[config.mk]
export PLATFORM = sky130hd
export DESIGN_NAME = ecc_mem_ctrl
export DESIGN_NICKNAME = d
export VERILOG_FILES = /design/src/rtl/ecc_pkg.sv /design/src/rtl/edcg_mod.sv /design/src/rtl/ecc_mem_ctrl.sv
export SDC_FILE = /design/constraint.sdc
export NUM_CORES = 1
export LEC_CHECK = 0
export BUFFER_PORTS_ARGS = -buffer_cell sky130_fd_sc_hd__buf_2
export CORE_ASPECT_RATIO = 2
export CORE_MARGIN = 4
export CORE_UTILIZATION = 57
export CTS_CLUSTER_DIAMETER = 200
export DETAILED_ROUTE_END_ITERATION = 10
export PLACE_DENSITY = 0.81
export SETUP_SLACK_MARGIN = 0.05
export SYNTH_ARGS = -nofsm -noshare
export SYNTH_HDL_FRONTEND = slang
export SYNTH_SLANG_ARGS = --single-unit
[constraint.sdc]
create_clock -name i_clk -period 5.3 [get_ports i_clk]
set_clock_uncertainty 0.15 [all_clocks]
set_input_delay 0.53 -clock i_clk [delete_from_list [all_inputs] [get_ports i_clk]]
set_output_delay 0.53 -clock i_clk [all_outputs]
set_load 0.01 [all_outputs]
[src/rtl/ecc_pkg.sv]
// rtl/ecc_pkg.sv - shared types, H-matrix columns and syndrome decode table for the ECC controller
package ecc_pkg;

    localparam int DATA_W = 32;
    localparam int ECC_W  = 8;
    localparam int CNT_W  = 16;

    typedef enum logic [2:0] {
        ST_IDLE,
        ST_WR,
        ST_RD,
        ST_CHK,
        ST_FIX,
        ST_WB
    } state_e;

    typedef enum logic [1:0] {
        POS_NONE,
        POS_DATA,
        POS_CHK,
        POS_PAR
    } pos_kind_e;

    typedef struct packed {
        pos_kind_e  kind;
        logic [5:0] idx;
    } pos_t;

    // Data bit i sits at the i-th non-power-of-two Hamming position (3, 5, 6, 7, 9, ...).
    function automatic logic [DATA_W*7-1:0] gen_data_cols();
        logic [DATA_W*7-1:0] cols;
        int n;
        cols = '0;
        n = 0;
        for (int p = 3; p < 64; p++) begin
            if (((p & (p - 1)) != 0) && (n < DATA_W)) begin
                cols[n*7 +: 7] = 7'(p);
                n = n + 1;
            end
        end
        return cols;
    endfunction

    localparam logic [DATA_W*7-1:0] DATA_COLS = gen_data_cols();

    // Indexed by S[6:0] when S[7]=1; zero syndrome bits mean the overall parity bit flipped.
    function automatic logic [128*8-1:0] gen_syn2pos();
        logic [128*8-1:0] t;
        t = '0;
        t[0 +: 8] = {POS_PAR, 6'd0};
        for (int j = 0; j < 7; j++) begin
            t[(1 << j) * 8 +: 8] = {POS_CHK, 6'(j)};
        end
        for (int i = 0; i < DATA_W; i++) begin
            t[32'(DATA_COLS[i*7 +: 7]) * 8 +: 8] = {POS_DATA, 6'(i)};
        end
        return t;
    endfunction

    localparam logic [128*8-1:0] SYN2POS = gen_syn2pos();

endpackage

[src/rtl/edcg_mod.sv]
// rtl/edcg_mod.sv - SEC-DED encoder (R=0) / syndrome generator (R=1), extended Hamming over 32 data bits
module edcg_mod
    import ecc_pkg::*;
(
    input  logic        R,
    input  logic [31:0] ID,
    input  logic [7:0]  IC,
    output logic [7:0]  S
);

    logic [6:0] chk;

    always_comb begin
        chk = '0;
        for (int i = 0; i < DATA_W; i++) begin
            chk = chk ^ (DATA_COLS[i*7 +: 7] & {7{ID[i]}});
        end
        // The overall parity term folds in the stored check bits so check-bit flips read as single errors.
        if (R) begin
            S = {IC[7] ^ (^ID) ^ (^IC[6:0]), IC[6:0] ^ chk};
        end else begin
            S = {(^ID) ^ (^chk), chk};
        end
    end

endmodule

[src/rtl/ecc_mem_ctrl.sv]
// rtl/ecc_mem_ctrl.sv - SEC-DED SRAM controller with correction write-back, scrubber and error counters
module ecc_mem_ctrl
    import ecc_pkg::*;
#(
    parameter int ADDR_W         = 10,
    parameter int SCRUB_INTERVAL = 1024,
    parameter bit SCRUB_EN       = 1'b1
) (
    input  logic              i_clk,
    input  logic              i_rst_n,
    input  logic              i_req,
    input  logic              i_we,
    input  logic [ADDR_W-1:0] i_addr,
    input  logic [31:0]       i_wdata,
    output logic              o_ack,
    output logic [31:0]       o_rdata,
    output logic              o_err,
    output logic              o_mem_en,
    output logic              o_mem_we,
    output logic [ADDR_W-1:0] o_mem_addr,
    output logic [31:0]       o_mem_wdata,
    output logic [7:0]        o_mem_wecc,
    input  logic [31:0]       i_mem_rdata,
    input  logic [7:0]        i_mem_recc,
    output logic              o_sbe,
    output logic              o_dbe,
    output logic [15:0]       o_sbe_cnt,
    output logic [15:0]       o_dbe_cnt,
    output logic [ADDR_W-1:0] o_err_addr
);

    localparam int SCW = (SCRUB_INTERVAL > 1) ? $clog2(SCRUB_INTERVAL) : 1;
    localparam logic [SCW-1:0] SCRUB_MAX = SCW'(SCRUB_INTERVAL - 1);

    state_e            state, state_d;
    logic [SCW-1:0]    scrub_cnt, scrub_cnt_d;
    logic [ADDR_W-1:0] scrub_addr, scrub_addr_d;
    logic [ADDR_W-1:0] cur_addr, cur_addr_d;
    logic              is_scrub, is_scrub_d;
    logic [31:0]       fix_data, fix_data_d;

    logic              ack_d, err_d, sbe_d, dbe_d, mem_en_d, mem_we_d;
    logic [31:0]       rdata_d, mem_wdata_d;
    logic [7:0]        mem_wecc_d;
    logic [ADDR_W-1:0] mem_addr_d, err_addr_d;
    logic [CNT_W-1:0]  sbe_cnt_d, dbe_cnt_d;

    logic              edc_r;
    logic [31:0]       edc_id;
    logic [7:0]        edc_s;
    logic              sbe_hit, dbe_hit, scrub_due;
    pos_t              pos;
    logic [31:0]       flip, corrected;

    always_comb begin
        edc_r  = 1'b0;
        edc_id = i_wdata;
        case (state)
            ST_CHK: begin
                edc_r  = 1'b1;
                edc_id = i_mem_rdata;
            end
            ST_FIX:  edc_id = fix_data;
            default: ;
        endcase
    end

    edcg_mod u_edcg (
        .R  (edc_r),
        .ID (edc_id),
        .IC (i_mem_recc),
        .S  (edc_s)
    );

    assign sbe_hit   = edc_s[7];
    assign dbe_hit   = !edc_s[7] && (edc_s[6:0] != 7'd0);
    assign pos       = pos_t'(SYN2POS[{edc_s[6:0], 3'b000} +: 8]);
    assign flip      = (sbe_hit && pos.kind == POS_DATA) ? (32'd1 << pos.idx) : 32'd0;
    assign corrected = i_mem_rdata ^ flip;
    assign scrub_due = SCRUB_EN && (scrub_cnt == SCRUB_MAX);

    always_comb begin
        state_d      = state;
        scrub_cnt_d  = scrub_cnt;
        scrub_addr_d = scrub_addr;
        cur_addr_d   = cur_addr;
        is_scrub_d   = is_scrub;
        fix_data_d   = fix_data;
        ack_d        = 1'b0;
        err_d        = 1'b0;
        sbe_d        = 1'b0;
        dbe_d        = 1'b0;
        mem_en_d     = 1'b0;
        mem_we_d     = 1'b0;
        rdata_d      = o_rdata;
        mem_addr_d   = o_mem_addr;
        mem_wdata_d  = o_mem_wdata;
        mem_wecc_d   = o_mem_wecc;
        err_addr_d   = o_err_addr;
        sbe_cnt_d    = o_sbe_cnt;
        dbe_cnt_d    = o_dbe_cnt;

        case (state)
            ST_IDLE: begin
                if (scrub_cnt != SCRUB_MAX) begin
                    scrub_cnt_d = scrub_cnt + 1'b1;
                end
                // The CPU wins over a due scrub; a request seen during its own ack cycle is stale.
                if (i_req && !o_ack) begin
                    cur_addr_d = i_addr;
                    is_scrub_d = 1'b0;
                    mem_en_d   = 1'b1;
                    mem_addr_d = i_addr;
                    if (i_we) begin
                        mem_we_d    = 1'b1;
                        mem_wdata_d = i_wdata;
                        mem_wecc_d  = edc_s;
                        state_d     = ST_WR;
                    end else begin
                        state_d = ST_RD;
                    end
                end else if (scrub_due) begin
                    scrub_cnt_d = '0;
                    cur_addr_d  = scrub_addr;
                    is_scrub_d  = 1'b1;
                    mem_en_d    = 1'b1;
                    mem_addr_d  = scrub_addr;
                    state_d     = ST_RD;
                end
            end
            ST_WR: begin
                ack_d   = 1'b1;
                state_d = ST_IDLE;
            end
            ST_RD: state_d = ST_CHK;
            ST_CHK: begin
                fix_data_d = corrected;
                if (is_scrub) begin
                    scrub_addr_d = scrub_addr + 1'b1;
                end else begin
                    ack_d   = 1'b1;
                    rdata_d = corrected;
                    err_d   = dbe_hit;
                end
                if (sbe_hit) begin
                    sbe_d      = 1'b1;
                    err_addr_d = cur_addr;
                    if (o_sbe_cnt != {CNT_W{1'b1}}) sbe_cnt_d = o_sbe_cnt + 1'b1;
                    state_d    = ST_FIX;
                end else if (dbe_hit) begin
                    dbe_d      = 1'b1;
                    err_addr_d = cur_addr;
                    if (o_dbe_cnt != {CNT_W{1'b1}}) dbe_cnt_d = o_dbe_cnt + 1'b1;
                    state_d    = ST_IDLE;
                end else begin
                    state_d = ST_IDLE;
                end
            end
            ST_FIX: begin
                mem_en_d    = 1'b1;
                mem_we_d    = 1'b1;
                mem_addr_d  = cur_addr;
                mem_wdata_d = fix_data;
                mem_wecc_d  = edc_s;
                state_d     = ST_WB;
            end
            ST_WB:   state_d = ST_IDLE;
            default: state_d = ST_IDLE;
        endcase
    end

    always_ff @(posedge i_clk) begin
        if (!i_rst_n) begin
            state <= ST_IDLE;
        end else begin
            state <= state_d;
        end
    end

    always_ff @(posedge i_clk) begin
        if (!i_rst_n) begin
            scrub_cnt   <= '0;
            scrub_addr  <= '0;
            cur_addr    <= '0;
            is_scrub    <= 1'b0;
            fix_data    <= '0;
            o_ack       <= 1'b0;
            o_rdata     <= '0;
            o_err       <= 1'b0;
            o_mem_en    <= 1'b0;
            o_mem_we    <= 1'b0;
            o_mem_addr  <= '0;
            o_mem_wdata <= '0;
            o_mem_wecc  <= '0;
            o_sbe       <= 1'b0;
            o_dbe       <= 1'b0;
            o_sbe_cnt   <= '0;
            o_dbe_cnt   <= '0;
            o_err_addr  <= '0;
        end else begin
            scrub_cnt   <= scrub_cnt_d;
            scrub_addr  <= scrub_addr_d;
            cur_addr    <= cur_addr_d;
            is_scrub    <= is_scrub_d;
            fix_data    <= fix_data_d;
            o_ack       <= ack_d;
            o_rdata     <= rdata_d;
            o_err       <= err_d;
            o_mem_en    <= mem_en_d;
            o_mem_we    <= mem_we_d;
            o_mem_addr  <= mem_addr_d;
            o_mem_wdata <= mem_wdata_d;
            o_mem_wecc  <= mem_wecc_d;
            o_sbe       <= sbe_d;
            o_dbe       <= dbe_d;
            o_sbe_cnt   <= sbe_cnt_d;
            o_dbe_cnt   <= dbe_cnt_d;
            o_err_addr  <= err_addr_d;
        end
    end

endmodule

### After elaboration in Yosys (flattened, before gate mapping)

Cells that the tools add are included.

* register bits: 196
* output and inout port bits: 130

* add/sub/neg operators: 4
* equal/unequal tests: 12
* shifts and indexed selects: 2
* mux-type cells: 35
* bitwise operators: 40
* reduce and logical (&&, ||, !) cells: 24

Operators by type and width (number)
* 1024-bit by 11-bit variable part select with 8-bit output (first input constant): 1
* 32-bit one-hot mux with 2 select lines: 2
* 7-bit by 5-bit bitwise XOR with 7-bit output: 15
* 32-bit two-way mux: 3
* 10-bit two-way mux: 7
* 7-bit by 4-bit bitwise XOR with 7-bit output: 7
* 7-bit by 6-bit bitwise XOR with 7-bit output: 6
* 16-bit by 1-bit adder with 16-bit output (second input constant): 2
* 16-bit != test (second input constant): 2
* 32-bit parity: 1
* 1-bit by 6-bit << shifter with 32-bit output (first input constant): 1
* 32-bit bitwise XOR: 1
* 8-bit two-way mux: 3
* 10-bit by 1-bit adder with 10-bit output (second input constant): 2
* 10-bit one-hot mux with 2 select lines: 1
* 8-bit one-hot mux with 2 select lines: 1
* 7-bit parity: 2
* 7-bit by 3-bit bitwise XOR with 7-bit output: 2
* 3-bit one-hot mux with 4 select lines: 1
* 2-bit AND reduction: 6
* 10-bit equality test (second input constant): 1
* 1-bit two-way mux: 10
* 10-bit != test (second input constant): 1
* 3-bit two-way mux: 3
* other kinds (20): 36

### Longest topological paths before layout

* depth in word-level cells: 41
* mapped depth: 23
* mapped depth without buffers: 17

### Modules after synthesis

A second synthesis with hierarchy kept.

* cell total of the unflattened synthesis: 1209
* area, all modules: 9895.7 µm²

Modules (own cells, without submodules)
* ecc_mem_ctrl: times used 1, cells each 1128, area each 9058.7 µm², sequential area each 3923.8 µm²
* edcg_mod: times used 1, cells each 81, area each 837.1 µm², sequential area each 0.0 µm²

### Least setup slack after synthesis

OpenSTA, ideal clock, no wires.

* path kind: register to register
* from: register state[2]
* to: register o_rdata[5]
* data arrival time: 4.407 ns
* data required time: 5.028 ns
* path slack: 0.621 ns
* cell stages (with the launch flop): 20
* buffers on the path: 5
* clock period less this slack: 4.679 ns
* cell sequence: dfxtp_1 > buf_4 > or3b_4 > buf_6 > buf_6 > nor2_2 > nand3b_1 > xor2_1 > xnor3_1 > xor2_1 > xnor2_2 > ha_1 > clkbuf_1 > inv_1 > nor4_4 > a32oi_1 > a21o_1 > buf_2 > o311a_1 > a221o_1

* longest elaborated chain between the ends: 40
* elaborated cells between the ends (all ways): 49

Ends and longest elaborated chain
* start, declared: line ecc_mem_ctrl.sv:35 `state_e state, state_d;`
* start signal, assigned: line ecc_mem_ctrl.sv:176 `state <= state_d;`
* 3-bit equality test / 3-bit by 2-bit equality test with 1-bit output (equally long branches): line ecc_mem_ctrl.sv:58, ecc_mem_ctrl.sv:103
* 32-bit one-hot mux with 2 select lines: line ecc_mem_ctrl.sv:58 `case (state)`
* 2-bit by 3-bit bitwise XOR with 3-bit output: line edcg_mod.sv:16 `chk = chk ^ (DATA_COLS[i*7 +: 7] & {7{ID[i]}});`
* 7-bit by 3-bit bitwise XOR with 7-bit output (2 in a row): line edcg_mod.sv:16
* 7-bit by 4-bit bitwise XOR with 7-bit output (7 in a row): line edcg_mod.sv:16
* 7-bit by 5-bit bitwise XOR with 7-bit output (15 in a row): line edcg_mod.sv:16
* 7-bit by 6-bit bitwise XOR with 7-bit output (6 in a row): line edcg_mod.sv:16
* 7-bit bitwise XOR: line edcg_mod.sv:20 `S = {IC[7] ^ (^ID) ^ (^IC[6:0]), IC[6:0] ^ chk};`
* 8-bit two-way mux: line edcg_mod.sv:19 `if (R) begin`
* 1024-bit by 11-bit variable part select with 8-bit output: line ecc_mem_ctrl.sv:77 `assign pos = pos_t'(SYN2POS[{edc_s[6:0], 3'b000} +: 8]);`
* 2-bit by 1-bit equality test with 1-bit output: line ecc_mem_ctrl.sv:78 `assign flip = (sbe_hit && pos.kind == POS_DATA) ? (32'd1 << pos.idx) : 32'd0;`
* 1-bit logical AND: line ecc_mem_ctrl.sv:78
* 32-bit two-way mux: line ecc_mem_ctrl.sv:78
* 32-bit bitwise XOR: line ecc_mem_ctrl.sv:79 `assign corrected = i_mem_rdata ^ flip;`
* end signal, assigned: line ecc_mem_ctrl.sv:207 `o_rdata <= rdata_d;`
* end, declared: line ecc_mem_ctrl.sv:16 `output logic [31:0] o_rdata,`

Parallel ways exist; a longest one is shown, timed or not.
A chain may end at the register's enable or synchronous reset.

### Worst setup path after layout

* from: register state[1]
* to: register fix_data[14]

* longest elaborated chain between the ends: 40
* elaborated cells between the ends (all ways): 48

Ends and longest elaborated chain
* 3-bit equality test / 3-bit by 2-bit equality test with 1-bit output (equally long branches): line ecc_mem_ctrl.sv:58
* 32-bit one-hot mux with 2 select lines: line ecc_mem_ctrl.sv:58
* 2-bit by 3-bit bitwise XOR with 3-bit output: line edcg_mod.sv:16
* 7-bit by 3-bit bitwise XOR with 7-bit output (2 in a row): line edcg_mod.sv:16
* 7-bit by 4-bit bitwise XOR with 7-bit output (7 in a row): line edcg_mod.sv:16
* 7-bit by 5-bit bitwise XOR with 7-bit output (15 in a row): line edcg_mod.sv:16
* 7-bit by 6-bit bitwise XOR with 7-bit output (6 in a row): line edcg_mod.sv:16
* 7-bit bitwise XOR: line edcg_mod.sv:20
* 8-bit two-way mux *: line edcg_mod.sv:19
* via edc_s[0]: line ecc_mem_ctrl.sv:50 `logic [7:0] edc_s;`
* 1024-bit by 11-bit variable part select with 8-bit output *: line ecc_mem_ctrl.sv:77
* 2-bit by 1-bit equality test with 1-bit output: line ecc_mem_ctrl.sv:78
* 1-bit logical AND: line ecc_mem_ctrl.sv:78
* 32-bit two-way mux *: line ecc_mem_ctrl.sv:78
* 32-bit bitwise XOR *: line ecc_mem_ctrl.sv:79
* end signal, assigned: line ecc_mem_ctrl.sv:205 `fix_data <= fix_data_d;`
* end, declared: line ecc_mem_ctrl.sv:40 `logic [31:0] fix_data, fix_data_d;`

The timed path passes the listed nets; every way through them passes the cells marked *.

==> impl_metrics.tcl <==
set metrics [dict create \
    crit_type "reg2reg" \
    status "finished, final reports clean" \
    hold_viol_final 0 \
    placed_area_mm2 0.0135 \
    place_ws_ns 0.0412 \
    drt-pass1-iter-count 5 \
    cp-start-kind "flop" \
    fin_crit_sh_pct 96.0 \
    grt_pass1_vias 11300 \
    drc 0 \
    rows 75 \
    critPathSlowestCell "xnor3_1" \
    hpwl_um 29100 \
    tightest_slew_ns 1.11 \
    async_reset_ff_share_pct 0 \
    clock_latency_ns 0.45 \
    place_congestion 0.968 \
    htree_levels 4 \
    syn_to_final_growth_pct 17.2 \
    clockBufferDepth 2 \
    die_w_um 111 \
    tritoncts "done" \
    cap_violations 0 \
    antenna_found_initial 0 \
    slew-limit-headroom_pct 25.9 \
    worst_setup_hold_path_clk_slew_ns 0.07 \
    ys_seq_area_share_pct 32.6 \
    fin_tns_setup_ns 0 \
    crit_family "XOR/XNOR gates" \
    cp_data_arrival_time_ns 5.32 \
    final_cells 1884 \
    cts-root-buf "clkbuf_16" \
    io_buffers 215 \
    crit_required_ns 5.53 \
    ios 216 \
    path_cells "nor2_1, buf_4, a221oi_1, o22ai_2, xnor2_1, xnor3_1, xnor2_1, xnor2_2, inv_1, ha_1, o21ai_0, nand2_1, a21oi_1, a31oi_1, a22o_1, nand3_1, buf_12, or4_1, a31oi_1" \
    crit_fanout 25 \
    ys_ff_latch 196 \
    start_util_pct 57.6 \
    place_inst 1853 \
    fin_crit_ns 5.09 \
    vias 11900 \
    die_area_mm2 0.0237 \
    synthDistinctLibCells 87 \
    path_buf_inv 3 \
    grt_overflow_total 0 \
    core_region_area_mm2 0.0209 \
    insertedDiodeCount 0 \
    grt_pass1_wl_um 60700 \
    fp.dieH_um 214 \
    yosysWarningCount 0 \
    startpoint "state[1]" \
    setup_ws_ns 0.210 \
    cts_buffers 17 \
    routed_via_density 6.33 \
    mappedNetlistArea_mm2 0.0120 \
    hp-class "in2reg" \
    min-delay-start "i_mem_rdata[7]" \
    grt_max_degree 102 \
    slew_viol_final 0 \
    finish.instance_area_mm2 0.0141 \
    nets 1701 \
    synth-edff-count 0 \
    clock_sinks 196 \
    wl_um 39300 \
    syn_inst 1422 \
    holdBufCountCts 0 \
    worstReg2RegStart "state[1]" \
    wl_per_cell_um 20.8 \
    end_kind "flop" \
    cts_setup_buffers 0 \
    ys.flop_type "dfxtp_1" \
    grt_use_total_pct 32.1 \
    syn-num-nets 1519 \
    drtAntennaViolNets 0 \
    post_synth.cell_area_avg_um2 8.47 \
    setup_violations 0 \
    max_freq_ghz 0.196 \
    drive_gt1_share_pct 23.0 \
    cpPeakStageDelay_ns 0.52 \
    drt_iter0_drc 968 \
]
==> synthesized netlist by cell type (10+ instances only) <==
master	number	share of area [%]
and2_1	17	0.88
buf_2	31	1.3
clkbuf_1	64	2.0
nor3b_1	24	1.5
nand2_1	82	2.6
nor3_1	14	0.58
a22oi_1	15	0.93
a31oi_1	41	2.1
a21oi_1	38	1.6
o211ai_1	18	1.1
xor2_1	40	2.9
a32oi_1	19	1.4
a211oi_1	51	3.2
or3_1	15	0.78
ha_1	11	1.1
o31ai_1	30	1.9
nor2b_1	30	1.6
and3_1	17	0.88
mux2i_1	65	5.4
a2bb2oi_1	19	1.4
or4_1	31	1.9
xnor2_1	46	3.3
buf_1	10	0.31
dfxtp_1	196	33
nand3b_1	20	1.2
o21ai_0	76	3.2
nand3_1	38	1.6
nor2_1	191	6.0
inv_1	11	0.34
xnor3_1	12	2.2
nand4_1	11	0.57
==> registers in the layout, indices dropped and copies added (netlist names), 3 cells and up <==
name / count
fix_data: 32
o_mem_wdata: 32
o_rdata: 32
o_dbe_cnt: 16
o_sbe_cnt: 16
cur_addr: 10
o_err_addr: 10
o_mem_addr: 10
scrub_addr: 10
scrub_cnt: 10
o_mem_wecc: 8
state: 3
==> metal layers <==
metal	share of wire (%)	track usage, %	vias up
met5	0	0	-
li1	-	-	5586
met1	37	35.3	5694
met2	52	58.0	521
met3	6.0	5.37	128
met4	5.5	18.7	0
==> layout by cell type (no fill, tap or decap), drive strengths merged, types with 13 or more instances in the layout <==
master,count
a211oi,52
a21oi,39
a22oi,16
a2bb2oi,19
a31oi,42
a32oi,20
and2,18
and3,17
buf,280
clkbuf,23
dfxtp,196
inv,13
mux2i,65
nand2,83
nand3,39
nand3b,20
nor2,195
nor2b,30
nor3,15
nor3b,24
o211ai,19
o21ai,77
o31ai,30
or3,15
or4,31
xnor2,56
xnor3,13
xor2,45
==> final cells by class <==
cell class / instances / area, um2
clock inverters: 7 / 76.3
well taps: 269 / 337
clock buffers: 23 / 468
inverters: 15 / 61.3
repair buffers: 280 / 1630
fillers: 1784 / 6800
multi-input cells: 1094 / 7620
flip-flops and latches: 196 / 3930
==> worst register-to-register path, stage by stage (launching register included) <==
cell and delay (ns):
dfxtp_2 0.49, nor2_1 0.12, buf_4 0.17, a221oi_1 0.32, o22ai_2 0.18, xnor2_1 0.34
xnor3_1 0.52, xnor2_1 0.18, xnor2_2 0.28, inv_1 0.14, ha_1 0.31, o21ai_0 0.08
nand2_1 0.09, a21oi_1 0.07, a31oi_1 0.21, a22o_1 0.27, nand3_1 0.21, buf_12 0.22
or4_1 0.46, a31oi_1 0.19
==> stage by stage <==
step	hold slack, ns	util, %
after floorplan	0.301	-
after global placement	0.300	64.4
after detailed placement	0.315	64.4
after CTS	0.224	67.0
after global routing	0.249	67.5
final	0.247	67.5
==> kinds of logic (layout without fill, tap and decap cells) <==
kind of cell | count (synthesis) | after routing | synth area share [%]
AO/OA/AOI/OAI | 364 | 364 | 21.2
XOR/XNOR | 115 | 115 | 11.1
adder cells (fa/ha/maj) | 11 | 11 | 1.14
buffers and inverters | 133 | 325 | 5.09
flip-flops | 196 | 196 | 32.6
multiplexers | 66 | 66 | 5.49
AND/OR/NAND/NOR | 537 | 538 | 23.4
==> final timing paths <==
path | end | slack (ns) | depth (start not counted)
max reg2reg | fix_data[14] | 0.21 | 19
max | fix_data[14] | 0.21 | 19
min reg2reg | o_rdata[12] | 0.33 | 2
min | fix_data[7] | 0.25 | 3
==> what timing repair did <==
item / in CTS / in global routing
endpoints found under the setup margin: 5 / 47
gates resized for setup: 2 / 18
endpoints found under the hold margin: 0 / 0
gates cloned: 0 / 1
pin swaps: 0 / 2
Power is left out: the tool's default activity adds up to more than one toggle a clock period on the data nets, which glitch-free logic cannot reach.
